<file path="src/rtl/reg_file_sb_if.sv">
// Write-back / decode bundle for the integer register file and its busy scoreboard.
// The master side (pipeline) drives WB and ID requests; the slave side (register file) answers reads.
interface reg_file_sb_if #(
  parameter int DATA_WIDTH = 32,
  parameter int ADDR_WIDTH = 5
);
  logic [ADDR_WIDTH-1:0] WB_rd_add_i;
  logic [DATA_WIDTH-1:0] WB_data_write_reg_i;
  logic                  WB_regwrite_i;
  logic [ADDR_WIDTH-1:0] ID_rs1_add_i;
  logic [ADDR_WIDTH-1:0] ID_rs2_add_i;
  logic [DATA_WIDTH-1:0] ID_rs1_data_o;
  logic [DATA_WIDTH-1:0] ID_rs2_data_o;
  logic                  ID_issue_i;
  logic [ADDR_WIDTH-1:0] ID_issue_rd_i;
  logic                  ID_rs1_busy_o;
  logic                  ID_rs2_busy_o;
  logic [ADDR_WIDTH:0]   pending_cnt_o;

  modport master (
    output WB_rd_add_i, WB_data_write_reg_i, WB_regwrite_i,
    output ID_rs1_add_i, ID_rs2_add_i, ID_issue_i, ID_issue_rd_i,
    input  ID_rs1_data_o, ID_rs2_data_o, ID_rs1_busy_o, ID_rs2_busy_o, pending_cnt_o
  );

  modport slave (
    input  WB_rd_add_i, WB_data_write_reg_i, WB_regwrite_i,
    input  ID_rs1_add_i, ID_rs2_add_i, ID_issue_i, ID_issue_rd_i,
    output ID_rs1_data_o, ID_rs2_data_o, ID_rs1_busy_o, ID_rs2_busy_o, pending_cnt_o
  );
endinterface

</file>
<file path="src/rtl/reg_file_sb.sv">
// Integer register file with per-register busy scoreboard and pending-write count.
// Optional macro REGFILE_BYPASS_EN enables write-through bypass on the read ports.
module reg_file_sb #(
  parameter int DATA_WIDTH = 32,
  parameter int ADDR_WIDTH = 5
) (
  input  logic         clk,
  input  logic         rst_n,
  reg_file_sb_if.slave bus
);
  localparam int DEPTH = 2 ** ADDR_WIDTH;
  localparam int CNT_W = ADDR_WIDTH + 1;

  logic [DATA_WIDTH-1:0] regs_q [DEPTH];
  logic [DATA_WIDTH-1:0] regs_d [DEPTH];
  logic [DEPTH-1:0]      busy_q;
  logic [DEPTH-1:0]      busy_d;
  logic [CNT_W-1:0]      cnt_q;
  logic [CNT_W-1:0]      cnt_d;
  logic                  wb_valid_s;
  logic                  rs1_hit_s;
  logic                  rs2_hit_s;

  function automatic logic [CNT_W-1:0] popcount(input logic [DEPTH-1:0] v);
    logic [CNT_W-1:0] acc;
    acc = '0;
    for (int i = 0; i < DEPTH; i++) begin
      acc = acc + CNT_W'(v[i]);
    end
    return acc;
  endfunction

  assign wb_valid_s = bus.WB_regwrite_i && (bus.WB_rd_add_i != {ADDR_WIDTH{1'b0}});
  assign rs1_hit_s  = wb_valid_s && (bus.WB_rd_add_i == bus.ID_rs1_add_i);
  assign rs2_hit_s  = wb_valid_s && (bus.WB_rd_add_i == bus.ID_rs2_add_i);

  // Next-state for the array, busy bits and their population count.
  always_comb begin
    regs_d = regs_q;
    busy_d = busy_q;
    if (wb_valid_s) begin
      regs_d[bus.WB_rd_add_i] = bus.WB_data_write_reg_i;
    end else begin
      regs_d = regs_q;
    end
    busy_d[0] = 1'b0;
    // A same-edge issue wins over retirement: the new producer is younger.
    for (int r = 1; r < DEPTH; r++) begin
      if (bus.ID_issue_i && (bus.ID_issue_rd_i == ADDR_WIDTH'(r))) begin
        busy_d[r] = 1'b1;
      end else if (bus.WB_regwrite_i && (bus.WB_rd_add_i == ADDR_WIDTH'(r))) begin
        busy_d[r] = 1'b0;
      end else begin
        busy_d[r] = busy_q[r];
      end
    end
    cnt_d = popcount(busy_d);
  end

  // State registers with synchronous active-high reset.
  always_ff @(posedge clk) begin
    if (rst_n) begin
      regs_q <= '{default: '0};
      busy_q <= '0;
      cnt_q  <= '0;
    end else begin
      regs_q <= regs_d;
      busy_q <= busy_d;
      cnt_q  <= cnt_d;
    end
  end

  // Read ports: data and hazard flags for both decode operands.
  always_comb begin
`ifdef REGFILE_BYPASS_EN
    if (rs1_hit_s) begin
      bus.ID_rs1_data_o = bus.WB_data_write_reg_i;
      bus.ID_rs1_busy_o = (bus.ID_issue_i && (bus.ID_issue_rd_i == bus.ID_rs1_add_i))
                          ? busy_q[bus.ID_rs1_add_i] : 1'b0;
    end else begin
      bus.ID_rs1_data_o = regs_q[bus.ID_rs1_add_i];
      bus.ID_rs1_busy_o = busy_q[bus.ID_rs1_add_i];
    end
    if (rs2_hit_s) begin
      bus.ID_rs2_data_o = bus.WB_data_write_reg_i;
      bus.ID_rs2_busy_o = (bus.ID_issue_i && (bus.ID_issue_rd_i == bus.ID_rs2_add_i))
                          ? busy_q[bus.ID_rs2_add_i] : 1'b0;
    end else begin
      bus.ID_rs2_data_o = regs_q[bus.ID_rs2_add_i];
      bus.ID_rs2_busy_o = busy_q[bus.ID_rs2_add_i];
    end
`else
    // Without bypass the in-flight write is not visible yet, so stall one more cycle.
    bus.ID_rs1_data_o = regs_q[bus.ID_rs1_add_i];
    bus.ID_rs1_busy_o = busy_q[bus.ID_rs1_add_i] | rs1_hit_s;
    bus.ID_rs2_data_o = regs_q[bus.ID_rs2_add_i];
    bus.ID_rs2_busy_o = busy_q[bus.ID_rs2_add_i] | rs2_hit_s;
`endif
  end

  assign bus.pending_cnt_o = cnt_q;
endmodule

</file>
<file path="src/flat_wrapper.sv">
// flat-port wrapper written by rule: the top's interface ports become plain ports
module reg_file_sb_flat 
#(
  parameter int DATA_WIDTH = 32,
  parameter int ADDR_WIDTH = 5
)
  (clk, rst_n, bus_WB_rd_add_i, bus_WB_data_write_reg_i, bus_WB_regwrite_i, bus_ID_rs1_add_i, bus_ID_rs2_add_i, bus_ID_issue_i, bus_ID_issue_rd_i, bus_ID_rs1_data_o, bus_ID_rs2_data_o, bus_ID_rs1_busy_o, bus_ID_rs2_busy_o, bus_pending_cnt_o);
  reg_file_sb_if #(.DATA_WIDTH(DATA_WIDTH), .ADDR_WIDTH(ADDR_WIDTH)) bus_i ();
  input  logic clk;
  input  logic rst_n;
  input wire logic [$bits(bus_i.WB_rd_add_i)-1:0] bus_WB_rd_add_i;
  input wire logic [$bits(bus_i.WB_data_write_reg_i)-1:0] bus_WB_data_write_reg_i;
  input wire logic [$bits(bus_i.WB_regwrite_i)-1:0] bus_WB_regwrite_i;
  input wire logic [$bits(bus_i.ID_rs1_add_i)-1:0] bus_ID_rs1_add_i;
  input wire logic [$bits(bus_i.ID_rs2_add_i)-1:0] bus_ID_rs2_add_i;
  input wire logic [$bits(bus_i.ID_issue_i)-1:0] bus_ID_issue_i;
  input wire logic [$bits(bus_i.ID_issue_rd_i)-1:0] bus_ID_issue_rd_i;
  output wire logic [$bits(bus_i.ID_rs1_data_o)-1:0] bus_ID_rs1_data_o;
  output wire logic [$bits(bus_i.ID_rs2_data_o)-1:0] bus_ID_rs2_data_o;
  output wire logic [$bits(bus_i.ID_rs1_busy_o)-1:0] bus_ID_rs1_busy_o;
  output wire logic [$bits(bus_i.ID_rs2_busy_o)-1:0] bus_ID_rs2_busy_o;
  output wire logic [$bits(bus_i.pending_cnt_o)-1:0] bus_pending_cnt_o;
  assign bus_i.WB_rd_add_i = bus_WB_rd_add_i;
  assign bus_i.WB_data_write_reg_i = bus_WB_data_write_reg_i;
  assign bus_i.WB_regwrite_i = bus_WB_regwrite_i;
  assign bus_i.ID_rs1_add_i = bus_ID_rs1_add_i;
  assign bus_i.ID_rs2_add_i = bus_ID_rs2_add_i;
  assign bus_i.ID_issue_i = bus_ID_issue_i;
  assign bus_i.ID_issue_rd_i = bus_ID_issue_rd_i;
  assign bus_ID_rs1_data_o = bus_i.ID_rs1_data_o;
  assign bus_ID_rs2_data_o = bus_i.ID_rs2_data_o;
  assign bus_ID_rs1_busy_o = bus_i.ID_rs1_busy_o;
  assign bus_ID_rs2_busy_o = bus_i.ID_rs2_busy_o;
  assign bus_pending_cnt_o = bus_i.pending_cnt_o;
  reg_file_sb #(.DATA_WIDTH(DATA_WIDTH), .ADDR_WIDTH(ADDR_WIDTH)) u_core (.clk(clk), .rst_n(rst_n), .bus(bus_i));
endmodule
</file>
<file path="config.mk">
export PLATFORM = sky130hd
export DESIGN_NAME = reg_file_sb_flat
export DESIGN_NICKNAME = d
export VERILOG_FILES = /design/src/rtl/reg_file_sb_if.sv /design/src/rtl/reg_file_sb.sv /design/src/flat_wrapper.sv
export SDC_FILE = /design/constraint.sdc
export NUM_CORES = 2
export LEC_CHECK = 0
export CAP_MARGIN = 25
export CORE_MARGIN = 2
export CORE_UTILIZATION = 42
export DETAILED_ROUTE_END_ITERATION = 10
export DONT_BUFFER_PORTS = 1
export PLACE_DENSITY = 0.6
export SKIP_CTS_REPAIR_TIMING = 1
export SLEW_MARGIN = 20
export SYNTH_ARGS = -nofsm -noshare
export SYNTH_HDL_FRONTEND = slang
export SYNTH_SLANG_ARGS = --single-unit
</file>
<file path="constraint.sdc">
create_clock -name clk -period 16.72 [get_ports clk]
set_clock_uncertainty 0.2 [all_clocks]
set_input_delay 3.344 -clock clk [delete_from_list [all_inputs] [get_ports clk]]
set_output_delay 3.344 -clock clk [all_outputs]
set_load 0.02 [all_outputs]
</file>
=== After elaboration in Yosys (flattened, before gate mapping) ===
Cells that the tools add are included.

* Register bits: 1062
* Input bits: 56
* Output and inout port bits: 72

* Add/subtract/negate cells: 30
* Order comparisons: 6
* Equal/unequal tests: 64
* Multiplexer cells: 75
* Bitwise gates (word level): 5
* Reduce and logical (&&, ||, !) cells: 67

{| class="wikitable"
|+ Operators with widths
! cell !! number
|-
| 1024-bit bitwise mux || 1
|-
| 32-bit binary-select mux with 5-bit select || 2
|-
| 6-bit by 1-bit adder with 6-bit output || 29
|-
| 32-bit demux with 5-bit select || 1
|-
| 5-bit equality test (second input constant) || 32
|-
| 32-bit two-way mux || 5
|-
| 5-bit by 4-bit equality test with 1-bit output (second input constant) || 16
|-
| 1-bit logical AND || 66
|-
| 1-bit two-way mux || 64
|-
| 5-bit by 3-bit equality test with 1-bit output (second input constant) || 8
|-
| 5-bit by 2-bit equality test with 1-bit output (second input constant) || 4
|-
| 6-bit greater-or-equal comparator (second input constant) || 3
|-
| 5-bit NOT with 6-bit output || 3
|-
| 5-bit by 6-bit < comparator with 1-bit output (second input constant) || 2
|-
| 1-bit binary-select mux with 5-bit select || 2
|-
| 5-bit by 1-bit equality test with 1-bit output (second input constant) || 2
|-
| 5-bit equality test || 2
|-
| 6-bit by 1-bit < comparator with 1-bit output (second input constant) || 1
|-
| 5-bit nonzero test || 1
|-
| 1-bit by 1-bit adder with 2-bit output || 1
|-
| 1-bit bitwise OR || 2
|}

=== Depth between registers and ports, before layout ===
* Depth in word-level cells: 34
* Gate-level depth with buffers: 21

=== Worst setup path after synthesis ===
Ideal clock, no wire load.

* Path type: in2reg
* From: in bus_WB_regwrite_i
* To: reg u_core.cnt_q[4], in the netlist u_core.bus.pending_cnt_o[4]
* Library setup time: 128 ps
* Arrival: 8587 ps
* Data required time: 16392 ps
* Setup slack: 7806 ps
* Stages on the path: 20
* Cell sequence: clkbuf_1 and3b_1 clkbuf_1 nand2_1 a22o_1 ha_1 fa_1 fa_1 fa_1 fa_1 inv_1 fa_1 fa_1 inv_1 ha_1 fa_1 a21o_1 a21oi_1 xor2_1 nor2_1

* Word-level cells in the longest chain between the ends: 33
* Elaborated cells on any way between the ends: 123
* Classes of those cells: 30 x add/sub; 62 x mux; 31 x reduce/logical

{| class="wikitable"
|+ Ends and longest elaborated chain
! item !! RTL line !! source
|-
| start: declaration || flat_wrapper.sv:13 || <nowiki>input wire logic [$bits(bus_i.WB_regwrite_i)-1:0] bus_WB_regwrite_i;</nowiki>
|-
| 1-bit logical AND || reg_file_sb.sv:51 || <nowiki>end else if (bus.WB_regwrite_i && (bus.WB_rd_add_i == ADDR_WIDTH'(r))) begin</nowiki>
|-
| 1-bit two-way mux || reg_file_sb.sv:51 ||
|-
| 1-bit two-way mux || reg_file_sb.sv:49 || <nowiki>if (bus.ID_issue_i && (bus.ID_issue_rd_i == ADDR_WIDTH'(r))) begin</nowiki>
|-
| via u_core.busy_d[1] || reg_file_sb.sv:17 || <nowiki>logic [DEPTH-1:0] busy_d;</nowiki>
|-
| 1-bit by 1-bit adder with 2-bit output || reg_file_sb.sv:28 || <nowiki>acc = acc + CNT_W'(v[i]);</nowiki>
|-
| 6-bit by 1-bit adder with 6-bit output (29 in series) || reg_file_sb.sv:28 ||
|-
| end signal: assignment || reg_file_sb.sv:69 || <nowiki>cnt_q <= cnt_d;</nowiki>
|-
| end: declaration || reg_file_sb.sv:18 || <nowiki>logic [CNT_W-1:0] cnt_q;</nowiki>
|}

The timed path passes the listed nets, and every way through them passes these cells.
A chain may end at the register's enable or synchronous reset.

=== Worst setup path in the final report ===
* From: in bus_ID_rs1_add_i[0]
* To: out bus_ID_rs1_data_o[1]

* Word-level cells in the longest chain between the ends: 4

{| class="wikitable"
|+ Ends and longest elaborated chain
! item !! RTL line !! source
|-
| start: declaration || flat_wrapper.sv:14 || <nowiki>input wire logic [$bits(bus_i.ID_rs1_add_i)-1:0] bus_ID_rs1_add_i;</nowiki>
|-
| 5-bit NOT with 6-bit output (not written as such) || reg_file_sb.sv:94 || <nowiki>bus.ID_rs1_data_o = regs_q[bus.ID_rs1_add_i];</nowiki>
|-
| 32-bit binary-select mux with 5-bit select || reg_file_sb.sv:94 ||
|-
| 32-bit two-way mux (not written as such) (2 in series) || reg_file_sb.sv:94 ||
|-
| end: declaration || flat_wrapper.sv:18 || <nowiki>output wire logic [$bits(bus_i.ID_rs1_data_o)-1:0] bus_ID_rs1_data_o;</nowiki>
|}

No other way between the ends. The select of a mux whose other input is x is not followed.

==> flow_metrics.env <==
export IMPL_crit_chain="mux4_2 > mux4_2 > mux2_2"
export IMPL_min_path_type="reg -> reg"
export IMPL_ff2ff_path_depth=16
export IMPL_syn_cell_area_um2=53700
export IMPL_p_comb_share_pct=3.5
export IMPL_ys_ff_latch=1061
export IMPL_post_drt_wl_per_cell_um=27.4
export IMPL_row_count=131
export IMPL_clockBufferDepth=3
export IMPL_synth_largest_area_cell="dfxtp_1"
export IMPL_cp_arrival_ns=5.29
export IMPL_setup_violations_final=0
export IMPL_pwr_share_seq_pct=47.7
export IMPL_seq_area_frac_synth_pct=39.5
export IMPL_switching_power_mw=1.18
export IMPL_numPortBuffers=0
export IMPL_grt_pass1_vias=41424
export IMPL_num_fill_cells=11822
export IMPL_ys_warn_count=0
export IMPL_antenna_cells=0
export IMPL_grt_setup_unrepaired="false"
export IMPL_cts_root_buf="clkbuf_16"
export IMPL_insertion_delay_ns=0.70
export IMPL_yosysUniqueCellTypes=38
export IMPL_worstPathMaxFanout=264
export IMPL_drc=0
export IMPL_reg2reg_slack_ns=11.35
export IMPL_vias_per_cell=6.18
export IMPL_grt_pass1_wl_mm=280
export IMPL_synth_edf_count=0
export IMPL_clock_sinks=1061
export IMPL_slowest_stage="mux4_2"
export IMPL_max_slew_margin_rel_pct=-260
export IMPL_core_um2=127000
export IMPL_r2r_end="u_core.bus.pending_cnt_o[4]"
export IMPL_first_pass_iters=7
export IMPL_yosysTopAreaCellShare_pct=39.5
export IMPL_synth_top_flop_cell="dfxtp_1"
export IMPL_cp_end_kind="output port"
export IMPL_p_int_mw=4.19
export IMPL_grt_max_degree=1048
export IMPL_finalSetupTns_ns=0
export IMPL_cts_max_level=3
export IMPL_grt_overflow=0
export IMPL_crit_type="in -> out"
export IMPL_cp_common_cell="mux4_2"
export IMPL_area_growth_pct=8.02
export IMPL_vdd_drop_max_uv=88.8
export IMPL_die_y_um=362
export IMPL_dieArea_um2=131000
export IMPL_drt_total_wl_mm=192
export IMPL_tightest_slew_ns=5.41
export IMPL_synthArstFlopShare_pct=0
export IMPL_yosys_top_cells_area="dfxtp_1 40%, mux4_2 27%, nand2_1 14%, a21oi_1 9.3%, clkbuf_1 3.3%"
export IMPL_status="finished with violations"
export IMPL_track_usage_pct=28.8
export IMPL_start_util_pct=42.2
export IMPL_design_area_um2=58000
export IMPL_fmaxAchievable_ghz=0.113
export IMPL_die_w_um=362
export IMPL_cp_slowest_stage_delay_ns=0.70
export IMPL_place_gp_congestion=0.812
export IMPL_cts_made_buffers=113
export IMPL_violations="max-slew violations"
export IMPL_min_to="u_core.regs_q[10]"
export IMPL_critical_path_buf_inv_count=0
export IMPL_maxSlewViolCount=985
export IMPL_hold_path_cell_count=2
export IMPL_synth_most_common_cell="nand2_1"
export IMPL_dp_hpwl_mm=92.1
export IMPL_min_period_ns=8.83
export IMPL_syn_avg_cell_area_um2=9.50
export IMPL_placedInstanceArea_um2=54200
export IMPL_syn_nets=5744
export IMPL_worstPathRequired_ns=13.18
export IMPL_drt_iter0_markers=5337
export IMPL_final_hold_viol_count=0
export IMPL_path_clk_slew_ns=0.06
export IMPL_antenna_found_initial=0
export IMPL_p_clk_share_pct=48.7
export IMPL_drive_above_1_share_pct=19.1
export IMPL_critical_path_top_delay_family="multiplexers"
export IMPL_via_count=43348
export IMPL_regToRegStartpoint="u_core.busy_q[1]"
export IMPL_cp_start_kind="input port"
export IMPL_nets=5346
export IMPL_synth_common_cells="2,014 x nand2_1, 1,061 x dfxtp_1, 994 x a21oi_1"
export IMPL_fin_crit_sh_pct=52.8
export IMPL_switching_share_pct=22.0
export IMPL_maxCapViolCount=0
export IMPL_cts_tree="done"
export IMPL_detail_route_antenna_nets=0
export IMPL_cellPowerDensity_nw_per_um2=92.6
export IMPL_hp_start="u_core.regs_q[10]"
export IMPL_p_leak_nw=18.4
export IMPL_syn_instance_count=5656
export IMPL_pin_count=128
through the flow:
stage               instances  util [%]  hold WS [ns]  power, mW  setup WS, ns
detailed placement       6804      42.6         0.256       2.80          7.06
finish                   7010      45.6         0.264       5.37          7.89
floorplan                5656         -         0.243       2.90          7.81
CTS                      7009      45.6         0.264       5.39          7.77
global route             7010      45.6         0.277       5.51          7.64
global placement         6804      42.6         0.248       2.80          7.18
state kept, by name (all words and copies together), names as in the netlist:
name	flops
u_core.busy_q	31
u_core.regs_q	1024
u_core.bus.pending_cnt_o	6
layout by cell type, fill, tap and decap left out, types with 9 or more instances in the layout:
master | Yosys | layout
buf_4 | 24 | 63
bufinv_16 | 0 | 9
clkbuf_8 | 0 | 32
clkbuf_16 | 0 | 114
nand2_1 | 2014 | 1986
fa_1 | 23 | 23
nor2_4 | 0 | 27
mux4_2 | 650 | 650
inv_1 | 30 | 30
clkinv_2 | 0 | 14
nor2_1 | 55 | 28
clkbuf_1 | 471 | 27
mux2i_1 | 16 | 16
and2_1 | 20 | 19
dfxtp_1 | 1061 | 1061
nor2b_1 | 45 | 45
a22oi_1 | 17 | 17
a21oi_1 | 994 | 994
nand2_2 | 0 | 28
ha_1 | 9 | 9
mux2_2 | 66 | 66
a22o_1 | 16 | 16
worst reg2reg max path: cells and delay by family (launching register included):
kind                       cells  cell delay [ns]
AOI/OAI and AO/OA              3             0.58
DFF                            1             0.33
xor gates and xnor gates       1             0.16
and+or+nand+nor                1             0.06
adders and majority gates      9             3.87
buffers and inverters          2             0.10
cells by family (layout without fill, tap and decap cells):
family	after synthesis	after routing	synth area share [%]
compound gates	1039	1039	9.93
xor+xnor	13	13	0.212
fa+ha+maj	32	32	1.07
buf+inv	607	299	4.63
flops	1061	1061	39.5
mux	732	732	28.9
simple gates	2172	2172	15.7
metal layers:
metal / global-route usage [%] / up-vias / part of all wire (%) / wire length, µm
met4: 12.2 / 0 / 4.5 / 8660
li1: - / 18928 / - / -
met5: 0 / - / 0 / 0
met2: 47.7 / 2299 / 48 / 91900
met1: 36.4 / 21639 / 37 / 71800
met3: 6.07 / 482 / 10 / 19500
worst max path at each step:
stage / endpoint / start / cells past startpoint
2_1_floorplan: u_core.bus.pending_cnt_o[4] / bus_WB_regwrite_i / 20
3_3_place_gp: u_core.bus.pending_cnt_o[4] / bus_WB_rd_add_i[2] / 18
3_5_place_dp: u_core.bus.pending_cnt_o[4] / bus_WB_rd_add_i[2] / 18
4_1_cts: u_core.bus.pending_cnt_o[4] / bus_WB_rd_add_i[2] / 18
5_1_grt: u_core.bus.pending_cnt_o[4] / bus_WB_rd_add_i[4] / 20
6_report: bus_ID_rs1_data_o[1] / bus_ID_rs1_add_i[0] / 3
final cells by class:
cell class	instances	area [µm²]	share of cell area, %
Timing Repair Buffer	64	478	0.823
Sequential cell	1061	21200	36.6
Tap cell	1662	2080	3.58
Clock buffer	173	3390	5.85
Multi-Input combinational cell	3988	30300	52.2
Clock inverter	32	447	0.770
Inverter	30	113	0.194
power by group through the flow:
stage | logic, mW | registers [mW] | clock network, mW
6_report | 0.190 | 2.56 | 2.62
3_3_place_gp | 0.182 | 2.62 | 0
4_1_cts | 0.185 | 2.56 | 2.64
2_1_floorplan | 0.282 | 2.61 | 0
3_5_place_dp | 0.185 | 2.62 | 0
5_1_grt | 0.196 | 2.56 | 2.75
(Power assumes the default switching activity.)
